File: src/rtl/ssd_scan_driver.sv
// N-digit multiplexed seven-segment driver: double-buffered frame, PWM, dead time.
// Optional leading-zero blanking: define SSD_LEADING_ZERO_BLANK_EN.
module ssd_scan_driver #(
  parameter int NUM_DIGITS         = 8,
  parameter int SCAN_DIV_BITS      = 18,
  parameter bit ANODE_ACTIVE_LOW   = 1'b1,
  parameter bit CATHODE_ACTIVE_LOW = 1'b1
) (
  input  logic                          ClkPort,
  input  logic                          Reset_n,
  input  logic [4*NUM_DIGITS-1:0]       digits,
  input  logic [NUM_DIGITS-1:0]         dp,
  input  logic [NUM_DIGITS-1:0]         digit_en,
  input  logic                          load,
  input  logic [3:0]                    brightness,
  output logic [NUM_DIGITS-1:0]         anodes,
  output logic [7:0]                    cathodes,
  output logic [$clog2(NUM_DIGITS)-1:0] scan_idx,
  output logic                          frame_tick
);

  localparam int IW = $clog2(NUM_DIGITS);
  localparam int DW = 4 * NUM_DIGITS;
  localparam logic [IW-1:0] LAST = IW'(NUM_DIGITS - 1);

  logic [SCAN_DIV_BITS-1:0] pre;
  logic [DW-1:0]            pend_dig;
  logic [DW-1:0]            act_dig;
  logic [NUM_DIGITS-1:0]    pend_dp;
  logic [NUM_DIGITS-1:0]    act_dp;
  logic [NUM_DIGITS-1:0]    pend_en;
  logic [NUM_DIGITS-1:0]    act_en;
  logic [NUM_DIGITS-1:0]    vis;
  logic [NUM_DIGITS-1:0]    an_d;
  logic [NUM_DIGITS-1:0]    an_q;
  logic [7:0]               seg_d;
  logic [7:0]               seg_q;
  logic                     wrap;
  logic                     boundary;
  logic                     lit;

  function automatic logic [6:0] font(input logic [3:0] n);
    logic [6:0] s;
    unique case (n)
      4'h0: s = 7'b1111110;
      4'h1: s = 7'b0110000;
      4'h2: s = 7'b1101101;
      4'h3: s = 7'b1111001;
      4'h4: s = 7'b0110011;
      4'h5: s = 7'b1011011;
      4'h6: s = 7'b1011111;
      4'h7: s = 7'b1110000;
      4'h8: s = 7'b1111111;
      4'h9: s = 7'b1111011;
      4'hA: s = 7'b1110111;
      4'hB: s = 7'b0011111;
      4'hC: s = 7'b1001110;
      4'hD: s = 7'b0111101;
      4'hE: s = 7'b1001111;
      default: s = 7'b1000111;
    endcase
    return s;
  endfunction

  assign wrap     = &pre;
  assign boundary = wrap && (scan_idx == LAST);
  // pre == 0 is the dead cycle that hides the cathode change
  assign lit = (pre != '0) &&
               (pre[SCAN_DIV_BITS-1 -: 4] <= brightness);

  always_ff @(posedge ClkPort or negedge Reset_n) begin
    if (!Reset_n) begin
      pre        <= '0;
      scan_idx   <= '0;
      frame_tick <= 1'b0;
    end else begin
      pre        <= pre + 1'b1;
      frame_tick <= boundary;
      if (wrap)
        scan_idx <= (scan_idx == LAST) ? '0 : scan_idx + 1'b1;
    end
  end

  always_ff @(posedge ClkPort or negedge Reset_n) begin
    if (!Reset_n) begin
      pend_dig <= '0;
      pend_dp  <= '0;
      pend_en  <= '0;
      act_dig  <= '0;
      act_dp   <= '0;
      act_en   <= '0;
    end else begin
      if (load) begin
        pend_dig <= digits;
        pend_dp  <= dp;
        pend_en  <= digit_en;
      end
      if (boundary) begin
        act_dig <= load ? digits   : pend_dig;
        act_dp  <= load ? dp       : pend_dp;
        act_en  <= load ? digit_en : pend_en;
      end
    end
  end

`ifdef SSD_LEADING_ZERO_BLANK_EN
  logic lead;

  // lead stays set while every higher enabled digit is zero
  always_comb begin
    lead = 1'b1;
    vis  = '0;
    for (int i = NUM_DIGITS - 1; i >= 0; i--) begin
      vis[i] = act_en[i] &
               ~(lead & (act_dig[4*i +: 4] == 4'd0) & (i != 0));
      if (act_en[i] && (act_dig[4*i +: 4] != 4'd0))
        lead = 1'b0;
    end
  end
`else
  assign vis = act_en;
`endif

  always_comb begin
    an_d  = '0;
    seg_d = '0;
    for (int i = 0; i < NUM_DIGITS; i++) begin
      if (scan_idx == IW'(i)) begin
        an_d[i] = lit;
        seg_d   = {vis[i] ? font(act_dig[4*i +: 4]) : 7'd0,
                   act_en[i] & act_dp[i]};
      end
    end
  end

  always_ff @(posedge ClkPort or negedge Reset_n) begin
    if (!Reset_n) begin
      an_q  <= '0;
      seg_q <= '0;
    end else begin
      an_q  <= an_d;
      seg_q <= seg_d;
    end
  end

  assign anodes   = ANODE_ACTIVE_LOW   ? ~an_q  : an_q;
  assign cathodes = CATHODE_ACTIVE_LOW ? ~seg_q : seg_q;

endmodule

File: config.mk
export PLATFORM = sky130hd
export DESIGN_NAME = ssd_scan_driver
export DESIGN_NICKNAME = d
export VERILOG_FILES = /design/src/rtl/ssd_scan_driver.sv
export SDC_FILE = /design/constraint.sdc
export NUM_CORES = 1
export LEC_CHECK = 0
export BUFFER_PORTS_ARGS = -buffer_cell sky130_fd_sc_hd__buf_2
export CAP_MARGIN = 10
export CORE_MARGIN = 2
export CORE_UTILIZATION = 36
export CTS_BUF_LIST = sky130_fd_sc_hd__clkbuf_16
export DETAILED_ROUTE_END_ITERATION = 8
export PLACE_DENSITY = 0.59
export REMOVE_ABC_BUFFERS = 1
export SLEW_MARGIN = 15
export SYNTH_ARGS = -nofsm -noshare
export SYNTH_HDL_FRONTEND = slang
export SYNTH_SLANG_ARGS = --single-unit
File: constraint.sdc
create_clock -name ClkPort -period 3.6 [get_ports ClkPort]
set_input_delay 0.72 -clock ClkPort [delete_from_list [all_inputs] [get_ports ClkPort]]
set_output_delay 0.72 -clock ClkPort [all_outputs]
set_load 0.1 [all_outputs]
[Word-level counts from Yosys, hierarchy flattened]
Memories as Yosys holds them, arrays and structs flattened.
Cells that the tools add are included.
Storage, ports and cells
  memories: 8
  bits in read-only memories: 896
  logic and storage cells: 72
  register bits after elaboration: 134
Operators by class
  bitwise gates (word level): 10
  equal/unequal tests: 7
  add/subtract/negate cells: 2
  multiplexer cells: 28
  $lt $le $gt $ge: 1
  reduce and logical (&&, ||, !) cells: 5
Memory list
  (no name shown): depth 16, width 7, read ports 1, clocked after memory_dff 0, write ports 0, RTL line 44  | unique case (n)
  (no name shown): depth 16, width 7, read ports 1, clocked after memory_dff 0, write ports 0, RTL line 44
  (no name shown): depth 16, width 7, read ports 1, clocked after memory_dff 0, write ports 0, RTL line 44
  (no name shown): depth 16, width 7, read ports 1, clocked after memory_dff 0, write ports 0, RTL line 44
  (no name shown): depth 16, width 7, read ports 1, clocked after memory_dff 0, write ports 0, RTL line 44
  (no name shown): depth 16, width 7, read ports 1, clocked after memory_dff 0, write ports 0, RTL line 44
  2 more memories
Operators by type and width (number)
  2-to-1 mux 8 bit: 10
  2-to-1 mux 7 bit: 8
  2-to-1 mux 32 bit: 1
  adder 18 x 1 -> 18 bit (second input constant): 1
  AND reduction 18 bit: 1
  nonzero test 18 bit: 1
  inverter 8 bit: 2
  equality test 3 bit (second input constant): 4
  AND 1 bit: 8
  2-to-1 mux 1 bit: 8
  equality test 3 x 2 -> 1 bit (second input constant): 2
  less-or-equal comparator 4 bit: 1
  adder 3 x 1 -> 3 bit (second input constant): 1
  equality test 3 x 1 -> 1 bit (second input constant): 1
  logical NOT 3 bit: 1
  2-to-1 mux 3 bit: 1
  logical AND 1 bit: 2

[Logic depth before layout (Yosys ltp)]
Gate-level depths: netlist of the first run.
An unclocked memory read counts as a cell.
  depth after elaboration: 10
  depth in mapped cells: 8
  gate-level depth less buffers: 7

[Worst setup path before layout of the first run]
No wires, ideal clock.
  kind: flip-flop to flip-flop
  start: reg scan_idx[2]
  end: reg seg_q[7]
  data required time: 3.482 ns
  clock period less this slack: 2.602 ns
  stages on the path, launching flop included: 7
  arrival time: 2.484 ns
  setup time: 0.118 ns
  buffers on the path: 2
  path slack: 0.998 ns
  cell sequence: dfrtp_1 clkbuf_1 inv_1 ha_1 clkbuf_1 or4_1 a21o_1
Between the ends
  word-level cells in the longest chain between the ends: 9
  elaborated cells on any way between the ends: 16
  classes of those cells: eq/ne (7); mux (8); reduce/logical (1)
RTL lines
  from (decl): RTL line 18  | output logic [$clog2(NUM_DIGITS)-1:0] scan_idx,
  from (signal assigned): RTL line 80  | scan_idx <= (scan_idx == LAST) ? '0 : scan_idx + 1'b1;
  logical NOT 3 bit: RTL line 128  | if (scan_idx == IW'(i)) begin
  2-to-1 mux 8 bit (7 in a row): RTL line 128
  2-to-1 mux 8 bit *: RTL line 128
  named net seg_d[7]: RTL line 36  | logic [7:0] seg_d;
  to (signal assigned): RTL line 142  | seg_q <= seg_d;
  to (decl): RTL line 37  | logic [7:0] seg_q;
Mark *: on every way through the listed nets, which the timed path passes. The rest lies on a longest branch.
A chain may end at the register's enable or synchronous reset.

[Final worst setup path of the first run]
  start: reg scan_idx[2]
  end: reg seg_q[0]
The elaborated chain is that of the path after synthesis.

==> out/qor.yml, run 1 <==
critical_path:
  worstSetupEndpointType: "register"
  timing_worst_setup_path_type: "register to register"
  arrival_ps: 2950
  r2r_end: "seg_q[0]"
  crit_required_ps: 3890
  rr_worst_depth: 6
  crit_start: "scan_idx[2]"
  slowest_delay_ps: 750
  r2r_start: "scan_idx[2]"
  path_max_fanout: 25
  r2r_setup_slack_ps: 940
  start_kind: "register"
  cp_cell_sequence: "ha_1, buf_4, nor2_1, a221oi_1, a21boi_0, o41ai_1"
  critPathSlowestCell: "dfrtp_1"
drt:
  firstDrtPassIters: 5
  drt-vias-per-instance: 5.240
  route.detailed.drc: 0
  vias: 5675
  drtAntennaViolNets: 0
  wire_per_inst_um: 16.91
  wirelength_um: 18310
  drt_iter0_markers: 411
grt:
  antenna_found_initial: 0
  grt_use_met2_pct: 25.48
  grt_max_degree: 79
  met1_usage_pct: 23.04
  grtUsageTotal_pct: 16.59
  met3_usage_pct: 3.622
  top_usage_layer: "met2"
  overflow: 0
  grt_pass1_vias: 5759
  grt_pass1_wl_um: 30580
clock_tree:
  clk_pin_slew_ps: 70
  cts_setup_buffers: 0
  clkSinkCount: 134
  ctsHoldBuffers: 0
  cts_tree: "yes"
  h-tree-depth: 4
  insertion_delay_ps: 440
  ctsRootBufferMaster: "clkbuf_16"
  post_cts_resized: 0
  clk_path_buf_depth: 2
  numCtsBuffers: 17
logic_synthesis:
  avgSynthCellArea_um2: 10.83
  syn_area_mm2: 0.007894
  synthAdderAreaFrac_pct: 8.876
  seq_area_frac_synth_pct: 42.48
  yosysTopAreaCell: "dfrtp_1"
  synth_enable_flop_cells: 0
  yosys.area_share.simple_pct: 13.46
  synth_xor_area_share_pct: 1.775
  ys.flop_type: "dfrtp_1"
  ys_ff_latch: 134
  netlist-cell-type-count: 59
  ys_warn_count: 0
  yosys-top-cells-count: "dfrtp_1, mux2_2, ha_1"
  synthMuxAreaShare_pct: 17.70
  synth_top_cell_area_share_pct: 42.48
  ys_top_cells_by_area: "dfrtp_1, mux2_2, ha_1"
  synthCells: 729
  synth_top_family_by_area: "multiplexers"
  synth-compound-area-share_pct: 10.95
  yosysMostFrequentCell: "dfrtp_1"
  async_reset_ff_share_pct: 100.0
cells_and_area:
  syn_to_final_growth_pct: 15.34
  nNetsFinal: 901
  drive_gt1_share_pct: 27.90
  layout.cells.non_filler: 1083
  antenna_cells: 0
  fillers: 2079
die:
  num_rows: 54
  ios: 75
  chipHeight_um: 152.1
  start_util_pct: 36.40
  die-area_mm2: 0.02313
  core-area_mm2: 0.02169
  die_x_um: 152.1
place:
  globalplace.congestion: 0.8522
  hpwl_um: 13210
  placed_cells: 1051
  port_buffers: 74
power_and_ir_drop:
  switching_share_pct: 27.21
  power_switching_uw: 989.7
  leakagePower_nw: 4.149
  p_clk_share_pct: 46.9
  p_per_area_mw_per_mm2: 399.5
  intPower_mw: 2.648
  pwr-share-comb_pct: 8.0
  power.share.sequential_pct: 45.0
  max-vdd-ir-drop_mv: 0.3282
sta:
  slew_viol_final: 0
  post-route-period-util_pct: 73.77
  worst_slew_pin_slew_ps: 828.7
  hold_viol: 0
  finalSetupViolCount: 0
  period_minus_slack_ps: 2656
  max_freq_mhz: 376.6
  tns_ps: 0
  maxSlewHeadroom_pct: 44.75
  rsz0062_at_grt: "false"
  skew_ps: 11.53
job:
  cap_violations: 0
worst_hold_path:
  hold_class: "input pin to async pin"
outcome:
  status: "completed"
sequential cells by signal (all words and copies together) (netlist names):
register,count
an_q,8
scan_idx,3
pre,18
act_en,8
pend_en,8
act_dig,32
frame_tick,1
act_dp,8
seg_q,8
pend_dp,8
pend_dig,32
per-stage QoR:
step | instance area [um^2] | setup slack, ps | hold WS, ps | total power, mW | util [%]
finish | 9105 | 944.4 | 297.9 | 3.638 | 41.98
global route | 9105 | 709.9 | 354.4 | 3.793 | 41.98
CTS | 9105 | 971.1 | 346.9 | 3.687 | 41.98
detailed placement | 8529 | 969.9 | 486.4 | 1.965 | 39.33
global placement | 8529 | 1055 | 482.2 | 1.960 | 39.33
floorplan | 7725 | 343.0 | 424.4 | 1.837 | -
per-layer routing:
metal	wire, um	vias up
li1	-	2743
met1	8841	2770
met2	8241	130
met3	814	32
met4	415	0
met5	0	-
logic make-up (layout without fill, tap and decap cells):
| family | count (synthesis) | after routing |
|---|---|---|
| flops | 134 | 134 |
| fa+ha+maj | 56 | 56 |
| compound gates | 126 | 126 |
| mux | 108 | 108 |
| buf+inv | 94 | 168 |
| simple gates | 195 | 195 |
| xor+xnor | 16 | 16 |
critical path: cells and delay by family (launching register included):
kind	cells	cell delay [ps]
buffers and inverters	1	390
AOI/OAI and AO/OA	3	710
DFF	1	750
and+or+nand+nor	1	180
adders and majority gates	1	470
placed cells by master (no fill, tap or decap), types with 7 or more instances in the layout:
cell type,count
ha_1,56
inv_6,7
nand3_1,30
dfrtp_1,134
a221oi_1,8
a21oi_1,12
nor3_1,20
mux4_2,7
o21ai_0,39
inv_1,55
nor2_1,27
mux2_4,30
mux2_2,63
nand2_1,34
nand4_1,8
o211ai_1,7
clkbuf_16,17
xnor2_1,12
nand2b_1,8
mux2i_1,8
nor2b_1,24
nand3b_1,8
a211oi_1,10
buf_2,73
and3_1,10
layout make-up:
class	instances	area, um^2	area share, %
Clock buffer	17	425.4	4.672
Multi-Input combinational cell	501	4165	45.75
Tap cell	280	350.3	3.848
Inverter	55	206.4	2.267
Timing Repair Buffer	81	454.2	4.988
Sequential cell	134	3353	36.83
Clock inverter	15	150.1	1.649
worst max-delay path by stage:
stage	to	slack, ps	cells past startpoint
CTS	seg_q[0]	970	6
global placement	seg_q[0]	1050	6
finish	seg_q[0]	940	6
global route	seg_q[0]	710	6
detailed placement	seg_q[0]	970	6
floorplan	act_dig[10]	340	3
power by group through the flow:
stage,combinational (mW),clock (mW),sequential [mW]
after global routing,0.324,1.82,1.65
after floorplan,0.189,0,1.65
final,0.291,1.71,1.64
after global placement,0.295,0,1.66
after CTS,0.299,1.75,1.64
after detailed placement,0.297,0,1.67
Note: power is estimated with default switching activity, not from simulation.
==> inputs of run 2 (changes only) <==
clock period = 2.7 ns   (was 3.6 ns; I/O delays follow)
==> out/qor.yml, run 2 (synthesis results as in run 1) <==
outcome:
  status: "completed"
clock_tree:
  post_cts_resized: 0  # unchanged
  cts_setup_buffers: 0  # unchanged
  cts_tree: "yes"
  clk_pin_slew_ps: 60  # about the same
  insertion_delay_ps: 430  # about the same
  ctsHoldBuffers: 0  # unchanged
  clk_path_buf_depth: 2  # unchanged
  h-tree-depth: 4  # unchanged
  ctsRootBufferMaster: "clkbuf_16"
  clkSinkCount: 134  # unchanged
  numCtsBuffers: 17  # unchanged
place:
  hpwl_um: 13530  # +2.4%
  globalplace.congestion: 0.8753  # +2.7%
  port_buffers: 74  # unchanged
power_and_ir_drop:
  power.total_mw: 4.847  # +33%
  max-vdd-ir-drop_mv: 0.4185  # +28%
  leakagePower_nw: 4.188  # +0.94%
  p_per_area_mw_per_mm2: 528.9  # +32%
sta:
  rsz0062_at_grt: "false"
  tns_ps: 0  # unchanged
  slew_viol_final: 0  # unchanged
  finalSetupViolCount: 0  # unchanged
  post-route-period-util_pct: 82.40  # +8.6 points
  max_freq_mhz: 449.5  # +19%
  hold_viol: 0  # unchanged
  worst_slew_pin_slew_ps: 559.4  # -269.3 ps
  maxSlewHeadroom_pct: 62.23  # +17 points
  period_minus_slack_ps: 2225  # -430.8 ps
  skew_ps: 8.067  # -3.466 ps
  hold_ws_ps: 47.12  # -250.8 ps
drt:
  firstDrtPassIters: 5  # unchanged
  drt-vias-per-instance: 5.196  # -0.85%
  wire_per_inst_um: 16.99  # +0.49%
  route.detailed.drc: 0  # unchanged
  vias: 5658  # -0.30%
  drt_iter0_markers: 368  # -10%
  drtAntennaViolNets: 0  # unchanged
  wirelength_um: 18500  # +1.0%
critical_path:
  critPathTopFamily: "compound AO/OA/AOI/OAI gates"
  crit_required_ps: 3060  # -830 ps
  start_kind: "register"
  worstSetupEndpointType: "register"
  timing_worst_setup_path_type: "register to register"
  cp_cell_sequence: "ha_1, ha_1, buf_4, nand2_1, a221oi_1, a221o_1, a41o_1"
  crit_path_frequent_cell: "ha_1"
  crit_buf_inv: 1  # unchanged
  critPathSlowestCell: "dfrtp_1"
  slowest_delay_ps: 420  # -330 ps
  arrival_ps: 2580  # -370 ps
  path_max_fanout: 12  # -52%
grt:
  grt_pass1_vias: 5712  # -0.82%
  antenna_found_initial: 0  # unchanged
  grt_max_degree: 52  # -34%
  grtUsageTotal_pct: 16.46  # -0.13 points
  grt_pass1_wl_um: 30580  # unchanged
  overflow: 0  # unchanged
cells_and_area:
  syn_to_final_growth_pct: 16.09
  fillers: 2086  # +0.34%
  layout_commonest_cell: "dfrtp_1"
  nNetsFinal: 907  # +0.67%
  top_regs: "act_dig: 32 flops, pend_dig: 32 flops, pre: 18 flops"
  drive_gt1_share_pct: 28.43  # +0.53 points
  final_cell_mix: "dfrtp_1, buf_2, mux2_2"
  antenna_cells: 0  # unchanged
worst_hold_path:
  hold_class: "input pin to async pin"
job:
  cap_violations: 0  # unchanged
die:
  die-area_mm2: 0.02313  # unchanged
  start_util_pct: 36.40  # unchanged
  num_rows: 54  # unchanged
  die_x_um: 152.1  # unchanged
  chipHeight_um: 152.1  # unchanged
  ios: 75  # unchanged
  core-area_mm2: 0.02169  # unchanged
==> run 2: final timing paths <==
check | slack (ps) | cells after the start | start | to
max | 480 | 7 | scan_idx[0] | seg_q[5]
min | 50 | 1 | Reset_n | pend_dig[20]
max reg2reg | 480 | 7 | scan_idx[0] | seg_q[5]
min reg2reg | 500 | 1 | pre[8] | pre[8]
max in group asynchronous | 2010 | 2 | Reset_n | act_dig[6]
min in group ClkPort | 360 | 2 | dp[0] | pend_dp[0]
==> run 2: report_power, final <==
part	leakage, nW	switching (mW)	internal, mW
clock network	0.286	1.03	1.23
logic	2.29	0.199	0.194
registers	1.62	0.0788	2.11
total	4.19	1.31	3.53
==> run 2: final cells by class <==
cell class,count,area (um^2),share of cell area [%]
repair buffers,87,511.7,5.584
clock inverters,15,151.4,1.652
clock buffers,17,425.4,4.642
well taps,280,350.3,3.823
multi-input cells,501,4165,45.45
inverters,55,206.4,2.253
flip-flops and latches,134,3353,36.59
==> run 2: routing by layer <==
metal | global-route usage, % | vias to the layer above | wire length, um | part of all wire (%)
met5 | 0 | - | 0 | 0
met4 | 4.584 | 0 | 228 | 1.2
met3 | 3.793 | 17 | 818 | 4.4
met2 | 25.35 | 123 | 8369 | 45
met1 | 23.30 | 2754 | 9087 | 49
li1 | - | 2764 | - | -
==> run 2: through the flow <==
step | instances | setup WS [ps] | utilization (%) | instance area (um^2)
6_report | 1089 | 475.3 | 42.25 | 9164
5_1_grt | 1089 | 288.7 | 42.25 | 9164
4_1_cts | 1089 | 464.0 | 42.25 | 9164
3_5_place_dp | 1057 | 485.7 | 39.59 | 8587
3_3_place_gp | 1057 | 472.9 | 39.59 | 8587
2_1_floorplan | 690 | -557.0 | - | 7725
